[config.mk]
export PLATFORM = sky130hd
export DESIGN_NAME = pipe_multiplier_top_flat
export DESIGN_NICKNAME = d
export VERILOG_FILES = /design/src/rtl/multiplier_pkg.sv /design/src/rtl/pipe_multiplier_if.sv /design/src/rtl/pipe_multiplier_top_delay_line.sv /design/src/rtl/pipe_multiplier_top.sv /design/src/flat_wrapper.sv
export SDC_FILE = /design/constraint.sdc
export NUM_CORES = 2
export LEC_CHECK = 0
export ABC_CLOCK_PERIOD_IN_PS = 14600
export BUFFER_PORTS_ARGS = -buffer_cell sky130_fd_sc_hd__buf_2
export CORE_ASPECT_RATIO = 1.4
export CORE_MARGIN = 2
export CORE_UTILIZATION = 50
export CTS_BUF_LIST = sky130_fd_sc_hd__clkbuf_2
export CTS_CLUSTER_SIZE = 16
export DETAILED_ROUTE_END_ITERATION = 7
export GPL_TIMING_DRIVEN = 0
export PLACE_DENSITY = 0.67
export SYNTH_ARGS = -nofsm -noshare
export SYNTH_HDL_FRONTEND = slang
export SYNTH_SLANG_ARGS = --single-unit
export TNS_END_PERCENT = 100
[constraint.sdc]
create_clock -name clk_i -period 14.6 [get_ports clk_i]
set_input_delay 0.73 -clock clk_i [delete_from_list [all_inputs] [get_ports clk_i]]
set_output_delay 0.73 -clock clk_i [all_outputs]
set_load 0.02 [all_outputs]
[src/rtl/multiplier_pkg.sv]
// Shared widths, latency and state encoding for the iterative 64x64 multiplier.
// Consumers size their alignment delay lines from MULT_LATENCY.
package multiplier_pkg;

  localparam int DATA_W       = 64;
  localparam int LIMB_W       = 32;
  localparam int NUM_MULS     = (DATA_W / LIMB_W) * (DATA_W / LIMB_W);
  localparam int MULT_LATENCY = NUM_MULS + 2;
  localparam int CNT_W        = $clog2(NUM_MULS);
  localparam int PROD_W       = 2 * DATA_W;

  typedef enum logic [1:0] {
    IDLE = 2'd0,
    MUL  = 2'd1,
    SUM  = 2'd2,
    DONE = 2'd3
  } mult_state_t;

  // Step k: bit 1 selects the high limb of a, bit 0 the high limb of b,
  // so the order is lo*lo, lo*hi, hi*lo, hi*hi with shifts 0, 32, 32, 64.
  function automatic logic [PROD_W-1:0] partial_product(
    input logic [DATA_W-1:0] a,
    input logic [DATA_W-1:0] b,
    input logic [CNT_W-1:0]  k
  );
    logic [LIMB_W-1:0]   limb_a;
    logic [LIMB_W-1:0]   limb_b;
    logic [2*LIMB_W-1:0] prod;
    logic [PROD_W-1:0]   wide;
    limb_a = k[1] ? a[DATA_W-1:LIMB_W] : a[LIMB_W-1:0];
    limb_b = k[0] ? b[DATA_W-1:LIMB_W] : b[LIMB_W-1:0];
    prod   = limb_a * limb_b;
    wide   = {{(PROD_W - 2*LIMB_W){1'b0}}, prod};
    return wide << (LIMB_W * (int'(k[1]) + int'(k[0])));
  endfunction

endpackage

[src/rtl/pipe_multiplier_if.sv]
// Request/result bundle of the iterative multiplier plus a state debug tap.
interface pipe_multiplier_if;
  import multiplier_pkg::*;

  // Handshake: start_i is taken only while busy_o is low (FSM idle); the
  // operands are captured on that same edge. finish_o pulses for one cycle
  // when outdata_r_o holds the new product; there is no backpressure.
  logic              start_i;
  logic              busy_o;
  logic              finish_o;
  logic [DATA_W-1:0] indata_a_i;
  logic [DATA_W-1:0] indata_b_i;
  logic [PROD_W-1:0] outdata_r_o;
  mult_state_t       dbg_state;

  modport slave (
    input  start_i, indata_a_i, indata_b_i,
    output busy_o, finish_o, outdata_r_o, dbg_state
  );

  modport master (
    output start_i, indata_a_i, indata_b_i,
    input  busy_o, finish_o, outdata_r_o, dbg_state
  );

endinterface

[src/rtl/pipe_multiplier_top_delay_line.sv]
// Plain register chain (no reset) used to align side data with the multiplier.
module delay_line #(
  parameter int SHIFT = 1,
  parameter int DATA  = 1
) (
  input  logic            clk_i,
  input  logic [DATA-1:0] data_i,
  output logic [DATA-1:0] data_o
);

  logic [DATA-1:0] stage [SHIFT];

  always_ff @(posedge clk_i) begin
    stage[0] <= data_i;
    for (int i = 1; i < SHIFT; i++) begin
      stage[i] <= stage[i-1];
    end
  end

  assign data_o = stage[SHIFT-1];

endmodule

[src/rtl/pipe_multiplier_top.sv]
// Iterative 64x64->128 unsigned multiplier: one 32x32 partial product per cycle.
// Optional MULT_TRACE_EN adds a per-cycle trace and a finish-timing self-check.
module pipe_multiplier_top
  import multiplier_pkg::*;
(
  input  logic              clk_i,
  input  logic              rst_i,
  pipe_multiplier_if.slave  bus
);

  mult_state_t       state, state_n;
  logic              busy, busy_n;
  logic              finish, finish_n;
  logic [CNT_W-1:0]  cnt, cnt_n;
  logic [DATA_W-1:0] op_a, op_a_n;
  logic [DATA_W-1:0] op_b, op_b_n;
  logic [PROD_W-1:0] acc, acc_n;
  logic [PROD_W-1:0] result, result_n;
  logic              accept;

  assign accept = (state == IDLE) && bus.start_i;

  always_ff @(posedge clk_i) begin
    if (rst_i) begin
      state  <= IDLE;
      busy   <= 1'b0;
      finish <= 1'b0;
      cnt    <= '0;
      op_a   <= '0;
      op_b   <= '0;
      acc    <= '0;
      result <= '0;
    end else begin
      state  <= state_n;
      busy   <= busy_n;
      finish <= finish_n;
      cnt    <= cnt_n;
      op_a   <= op_a_n;
      op_b   <= op_b_n;
      acc    <= acc_n;
      result <= result_n;
    end
  end

  always_comb begin
    state_n  = state;
    busy_n   = busy;
    finish_n = 1'b0;
    cnt_n    = cnt;
    op_a_n   = op_a;
    op_b_n   = op_b;
    acc_n    = acc;
    result_n = result;
    unique case (state)
      IDLE: begin
        if (accept) begin
          op_a_n  = bus.indata_a_i;
          op_b_n  = bus.indata_b_i;
          acc_n   = '0;
          cnt_n   = '0;
          busy_n  = 1'b1;
          state_n = MUL;
        end
      end
      MUL: begin
        acc_n = acc + partial_product(op_a, op_b, cnt);
        cnt_n = cnt + 1'b1;
        if (cnt == CNT_W'(NUM_MULS - 1)) begin
          state_n = SUM;
        end
      end
      SUM: begin
        result_n = acc;
        state_n  = DONE;
      end
      DONE: begin
        // Leaving DONE lands in IDLE, so a start held during the pulse is taken.
        finish_n = 1'b1;
        busy_n   = 1'b0;
        state_n  = IDLE;
      end
      default: state_n = IDLE;
    endcase
  end

  assign bus.busy_o      = busy;
  assign bus.finish_o    = finish;
  assign bus.outdata_r_o = result;
  assign bus.dbg_state   = state;

`ifdef MULT_TRACE_EN
  logic accept_dly;

  delay_line #(
    .SHIFT (MULT_LATENCY),
    .DATA  (1)
  ) u_finish_check (
    .clk_i  (clk_i),
    .data_i (accept && !rst_i),
    .data_o (accept_dly)
  );

  always_ff @(posedge clk_i) begin
    $display("[%0t] state=%s busy=%0b finish=%0b cnt=%0d acc=%h",
             $time, state.name(), busy, finish, cnt, acc);
    if (!rst_i && state == DONE && !accept_dly) begin
      $display("[%0t] trace: finish pulse not aligned with start", $time);
    end
  end
`else
`endif

endmodule

[src/flat_wrapper.sv]
// flat-port wrapper written by rule: the top's interface ports become plain ports
module pipe_multiplier_top_flat import multiplier_pkg::*;
  (clk_i, rst_i, bus_start_i, bus_indata_a_i, bus_indata_b_i, bus_busy_o, bus_finish_o, bus_outdata_r_o, bus_dbg_state);
  pipe_multiplier_if bus_i ();
  input  logic clk_i;
  input  logic rst_i;
  input wire logic [$bits(bus_i.start_i)-1:0] bus_start_i;
  input wire logic [$bits(bus_i.indata_a_i)-1:0] bus_indata_a_i;
  input wire logic [$bits(bus_i.indata_b_i)-1:0] bus_indata_b_i;
  output wire logic [$bits(bus_i.busy_o)-1:0] bus_busy_o;
  output wire logic [$bits(bus_i.finish_o)-1:0] bus_finish_o;
  output wire logic [$bits(bus_i.outdata_r_o)-1:0] bus_outdata_r_o;
  output wire logic [$bits(bus_i.dbg_state)-1:0] bus_dbg_state;
  assign bus_i.start_i = bus_start_i;
  assign bus_i.indata_a_i = bus_indata_a_i;
  assign bus_i.indata_b_i = bus_indata_b_i;
  assign bus_busy_o = bus_i.busy_o;
  assign bus_finish_o = bus_i.finish_o;
  assign bus_outdata_r_o = bus_i.outdata_r_o;
  assign bus_dbg_state = bus_i.dbg_state;
  pipe_multiplier_top u_core (.clk_i(clk_i), .rst_i(rst_i), .bus(bus_i));
endmodule
Yosys cells after proc, flatten, opt, wreduce, memory -nomap -nowiden:

Index checks and enable logic that the tools add are counted.

* $add $sub $neg: 3
* $mul: 1
* equality and inequality tests: 6
* shifts and indexed selects: 1
* muxes and demuxes: 12
* reductions and logical operators: 8

Operators by type and width (number)
* $pmux 128 s2: 1
* $add 128x128->128: 1
* $mux 128: 1
* $shl 64x32->128: 1
* $mul 32x32->64: 1
* $mux 32: 2
* $pmux 2 s4: 1
* $reduce_and 2->1: 4
* $eq 2x2->1 const B: 3
* $mux 2: 3
* $ne 2x1->1 const B: 2
* $pmux 2 s2: 1
* $reduce_bool 2->1: 2
* $add 1x1->2: 1
* $add 2x1->2 const B: 1
* $eq 2x1->1 const B: 1
* $logic_not 2->1: 1
* $mux 1: 2
* $pmux 1 s2: 1
* $logic_and 1x1->1: 1

* flip-flop bits (word level): 390
* bits of input ports: 131
* output and inout bits: 132
* logic and storage cells: 39

Longest topological paths before layout:

* depth in word-level cells: 5
* depth in mapped cells: 46
* mapped depth without buffers: 42

Worst setup path after synthesis:

No wires, ideal clock.

* path type: register -> register
* from: reg u_core.cnt[0]
* to: reg u_core.acc[124]
* setup time: 0.062 ns
* data arrival time: 10.971 ns
* required time: 14.538 ns
* path slack: 3.567 ns
* cell stages (with the launch flop): 44
* path buffers: 4
* period minus slack after synthesis: 11.033 ns
* cells stage by stage: dfxtp_1 > clkbuf_1 > buf_1 > mux2i_1 > clkbuf_1 > nor2_1 > fa_1 > fa_1 > fa_1 > inv_1 > fa_1 > inv_1 > fa_1 > inv_1 > fa_1 > inv_1 > fa_1 > fa_1 > [8 not listed] > a41oi_1 > xor2_1 > o21ai_0 > and2_1 > ha_1 > clkbuf_1 > a21o_1 > a21o_1 > a221oi_1 > o221ai_1 > a21oi_1 > o21ai_2 > a221oi_2 > nor2_1 > a21oi_2 > a22oi_1 > or4b_1 > nand3_1

* word-level cells in the longest chain between the ends: 5
* elaborated cells on any way between the ends: 6
* classes of those cells: add/sub: 2; mul: 1; shift: 1; mux: 2

Ends and longest elaborated chain
* from (decl): line pipe_multiplier_top.sv:14 `logic [CNT_W-1:0] cnt, cnt_n;`
* from (signal assigned): line pipe_multiplier_top.sv:37 `cnt <= cnt_n;`
* $mux 32: line multiplier_pkg.sv:31 `limb_b = k[0] ? b[DATA_W-1:LIMB_W] : b[LIMB_W-1:0];`
* $mul 32x32->64: line multiplier_pkg.sv:32 `prod = limb_a * limb_b;`
* $shl 64x32->128 (*): line multiplier_pkg.sv:34 `return wide << (LIMB_W * (int'(k[1]) + int'(k[0])));`
* $add 128x128->128 (*): line pipe_multiplier_top.sv:66 `acc_n = acc + partial_product(op_a, op_b, cnt);`
* $pmux 128 s2 (*): line pipe_multiplier_top.sv:54 `unique case (state)`
* to (signal assigned): line pipe_multiplier_top.sv:40 `acc <= acc_n;`
* to (decl): line pipe_multiplier_top.sv:17 `logic [PROD_W-1:0] acc, acc_n;`

Mark *: on every way between the ends. The rest lies on a longest branch, timed or not.
A chain may end at the register's enable or synchronous reset.

Worst setup path in the final report:

* from: reg u_core.cnt[0]
* to: reg u_core.acc[113]

The elaborated chain is that of the path after synthesis.

==> impl_results.md <==
* Outcome: finished, violations left
* Violations in the final reports: negative hold slack, max-capacitance violations, max-slew violations
* Number of global-route vias before repair at 54288
* Type of the worst min-delay path: input port to register
* R2r setup slk at about 84 ps
* Vias post-DR at roughly 52000
* Layout cells sized above 1 at between 10% and 20%
* Final nets at approximately 8600
* Post-DP HPWL at around 220 mm
* Leak at between 0.02 and 0.03 uW
* Clk Latency, worst-skew pair at ~1500 ps
* Startpoint type of the worst setup path: register
* Initial DRT Pass Iterations at 6
* H-Tree Level Count at 3
* IR drop worst, VDD at ~0.16 mV
* WHS Endpoint: u_core.op_a[58]
* Post-Place Worst Slack at -2030 ps
* Async SR Flop Fraction at 0%
* Netlist cell types at just over 90
* Register bit total from synthesis at about 400
* Avg Vias per Cell at 6.00
* Hold WS at -5.63 ps
* Relative slew slack at -6.16%
* CTS Buf Count at between 90 and 100
* Worst flop-to-flop path endpoint: u_core.acc[113]
* Drt wl/cell at about 30 um
* Clk pin slew, worst setup/hold paths at 150 ps
* Largest net degree at the start of global routing at 20
* I/O pin count at ~260
* Final core utilization at about 56%
* Final WS setup at between 80 and 90 ps
* WHS Path Cells at 4
* Gr ovfl total at 0
* Die Ht at 398 um
* WS Path Type: register to register
* # DRC at 0
* CP delay by family, top: adder cells
* Post-Syn Nets at 8087
* Non-filler cells, final at between 8000 and 9000
* Final Skew at around 160 ps
* CTS root buf: clkbuf_2
* Starting DRT DRC Count at 4702
* Worst Path Required at around 16000 ps
* Hold Vio Cnt, Final at 1
* Maximum clock path buffer count at 3
* CP Max Fanout at 10
* Cell Rows at roughly 140
* Reg area at ~0.0078 mm2
* Number of synthesized flops with an enable pin at 0
* Crit. End Element: register
* R2R Path Start: u_core.cnt[0]
* Synth Instances at 6664
* DIE WIDTH at approximately 290 um
* Port bufs at 261
* Unrepaired setup endpoints after global routing: false
* Fin crit share at roughly 100%
* Worst Reg-to-Reg Cells at 41
* RePlAce Congestion at about 1.1
* Routed WL at 269 mm
* Syn Area/Cell at roughly 8.3 um2
* Total track usage at 47.8%
* Tmin final at between 10000 and 15000 ps
* Most used cell, CP: fa_1
* Slew Viols, Final at 26
* Starting density of the core at between 50 and 60%
* PD cells at 164 mW/mm2
* Global-route wire length before repair at about 380 mm
* Slowest stage cell on the critical path: a2111oi_1
* Max Cap Viol at 3
* CTS tree: done
* Achievable clock frequency at ~69 MHz
* Ys Warns at 0
* Main synth FF type: dfxtp_1
* Die Area at 0.114 mm2
* Slowest stage delay, CP at slightly above 900 ps
* Sequential-to-total area share from yosys stat at between 10% and 20%
* Post-route antenna net violation count at 0
* Crit path buf inv count at 6
* Area Overhead vs Synth at 11.6%
* Critical Path AT at 15810 ps
* Final setup viols at 0
* Fillers at approximately 11000
* Multi-input gate area at about 0.043 mm2
* Worst-Margin Slew at about 1600 ps
* Initial antenna violation count at 20
* Inst Count DP at approximately 8400
* Hold path startpoint: bus_indata_a_i[58]
* Clock Sinks at 390
* Core ar. at between 0.1 and 0.15 mm2
* Synthesized cell area at about 0.055 mm2
## final cells by class
class | instances | share of cell area [%]
clock buffers | 130 | 1.05
plain buffers | 369 | 2.59
repair buffers | 418 | 4.69
inverters | 912 | 5.53
clock inverters | 41 | 0.439
flip-flops and latches | 390 | 12.6
well taps | 1460 | 2.95
diodes | 23 | 0.0930
multi-input cells | 4988 | 70.0
## sequential cells by signal, indices dropped and copies added, names as in the netlist
register / flops
u_core.bus.dbg_state: 2
u_core.op_a: 64
u_core.acc: 128
u_core.bus.finish_o: 1
u_core.bus.outdata_r_o: 128
u_core.bus.busy_o: 1
u_core.cnt: 2
u_core.op_b: 64
## metrics by stage
| stage | instance area [um2] | TNS (ps) | total power, uW |
|---|---|---|---|
| finish | 61900 | 0 | 10100 |
| global route | 61800 | 0 | 10500 |
| CTS | 61500 | 0 | 9670 |
| detailed placement | 58800 | -98760 | 8700 |
| global placement | 58600 | -128360 | 8660 |
| floorplan | 55500 | 0 | 5520 |
## how the worst max path moves through the flow
stage	from	endpoint	slack (ps)	depth (start not counted)
after global routing	u_core.cnt[0]	u_core.acc[113]	8	42
after global placement	u_core.cnt[0]	u_core.acc[124]	-2590	37
after CTS	u_core.cnt[0]	u_core.acc[113]	10	42
final	u_core.cnt[0]	u_core.acc[113]	80	41
after detailed placement	u_core.cnt[1]	u_core.acc[113]	-2030	39
after floorplan	u_core.cnt[0]	u_core.acc[124]	3570	43
## routing by layer
metal,track usage [%],vias up,wire length [um]
met3,13.1,1155,26000
met4,50.7,12,36000
met1,48.8,25749,85600
met2,76.3,3154,122000
met5,0,-,71
li1,-,22320,-
## power by group
| part | total (uW) | internal (uW) | switching [uW] |
|---|---|---|---|
| clock | 837 | 304 | 533 |
| sequential | 1330 | 1190 | 141 |
| combinational | 7960 | 2230 | 5720 |
| total | 10100 | 3730 | 6400 |
## layout by cell type, fill, tap and decap left out, types with 192 or more instances in the layout
| cell type | synthesis | routed |
|---|---|---|
| fa_1 | 897 | 895 |
| buf_2 | 18 | 282 |
| clkbuf_1 | 318 | 236 |
| clkbuf_2 | 1 | 192 |
| inv_1 | 912 | 912 |
| nor2_1 | 958 | 958 |
| a21oi_1 | 396 | 395 |
| ha_1 | 395 | 395 |
| nand2_1 | 947 | 947 |
| dfxtp_1 | 390 | 389 |
## worst reg2reg max path, delay by kind of cell, from the launching register on
kind	cells	cell delay, ps
AND/OR/NAND/NOR	7	1360
buffers and inverters	6	2000
AO/OA/AOI/OAI	16	4880
multiplexers	1	550
adder cells (fa/ha/maj)	10	5100
XOR/XNOR	1	170
flip-flops	1	360
## timing repair
action | in CTS | in global routing
pin swaps | 0 | 0
hold buffers | 134 | 0
setup endpoints to repair | 86 | 52
endpoints found under the hold margin | 131 | 0
gates resized for setup | 158 | 88
buffers inserted | 2 | 3
## synthesized netlist by cell type, drive strengths merged, types with 5 or more instances
cell type | count | area, um2
a2111oi | 7 | 67.6
a211o | 6 | 52.6
a211oi | 16 | 135
a21boi | 11 | 86.3
a21o | 88 | 661
a21oi | 403 | 2040
a221oi | 13 | 120
a22o | 10 | 87.6
a22oi | 58 | 435
a31o | 6 | 52.6
a31oi | 16 | 130
a41oi | 6 | 71.3
and2 | 52 | 325
and3 | 16 | 101
and4 | 6 | 52.6
buf | 55 | 240
clkbuf | 319 | 1200
dfxtp | 390 | 7810
fa | 897 | 18000
ha | 395 | 4940
inv | 912 | 3420
mux2 | 66 | 743
mux2i | 203 | 2030
nand2 | 948 | 3560
nand2b | 21 | 131
nand3 | 38 | 195
nand4 | 76 | 488
nor2 | 959 | 3610
nor2b | 13 | 81.3
nor3 | 45 | 235
nor4 | 18 | 113
o2111ai | 6 | 52.6
o211ai | 10 | 80.1
o21a | 22 | 165
o21ai | 208 | 1070
o21bai | 52 | 390
o221ai | 5 | 43.8
o22ai | 36 | 225
o31ai | 17 | 143
o41ai | 5 | 70.1
or2 | 6 | 37.5
or3 | 6 | 37.5
xnor2 | 117 | 1020
xor2 | 71 | 622
## logic make-up after synthesis
family          synth area share [%]
simple gates                    16.4
mux                             5.00
flops                           14.1
buf+inv                         8.77
xor+xnor                        2.97
fa+ha+maj                       41.3
compound gates                  11.5
Note: power is estimated with default switching activity, not from simulation.
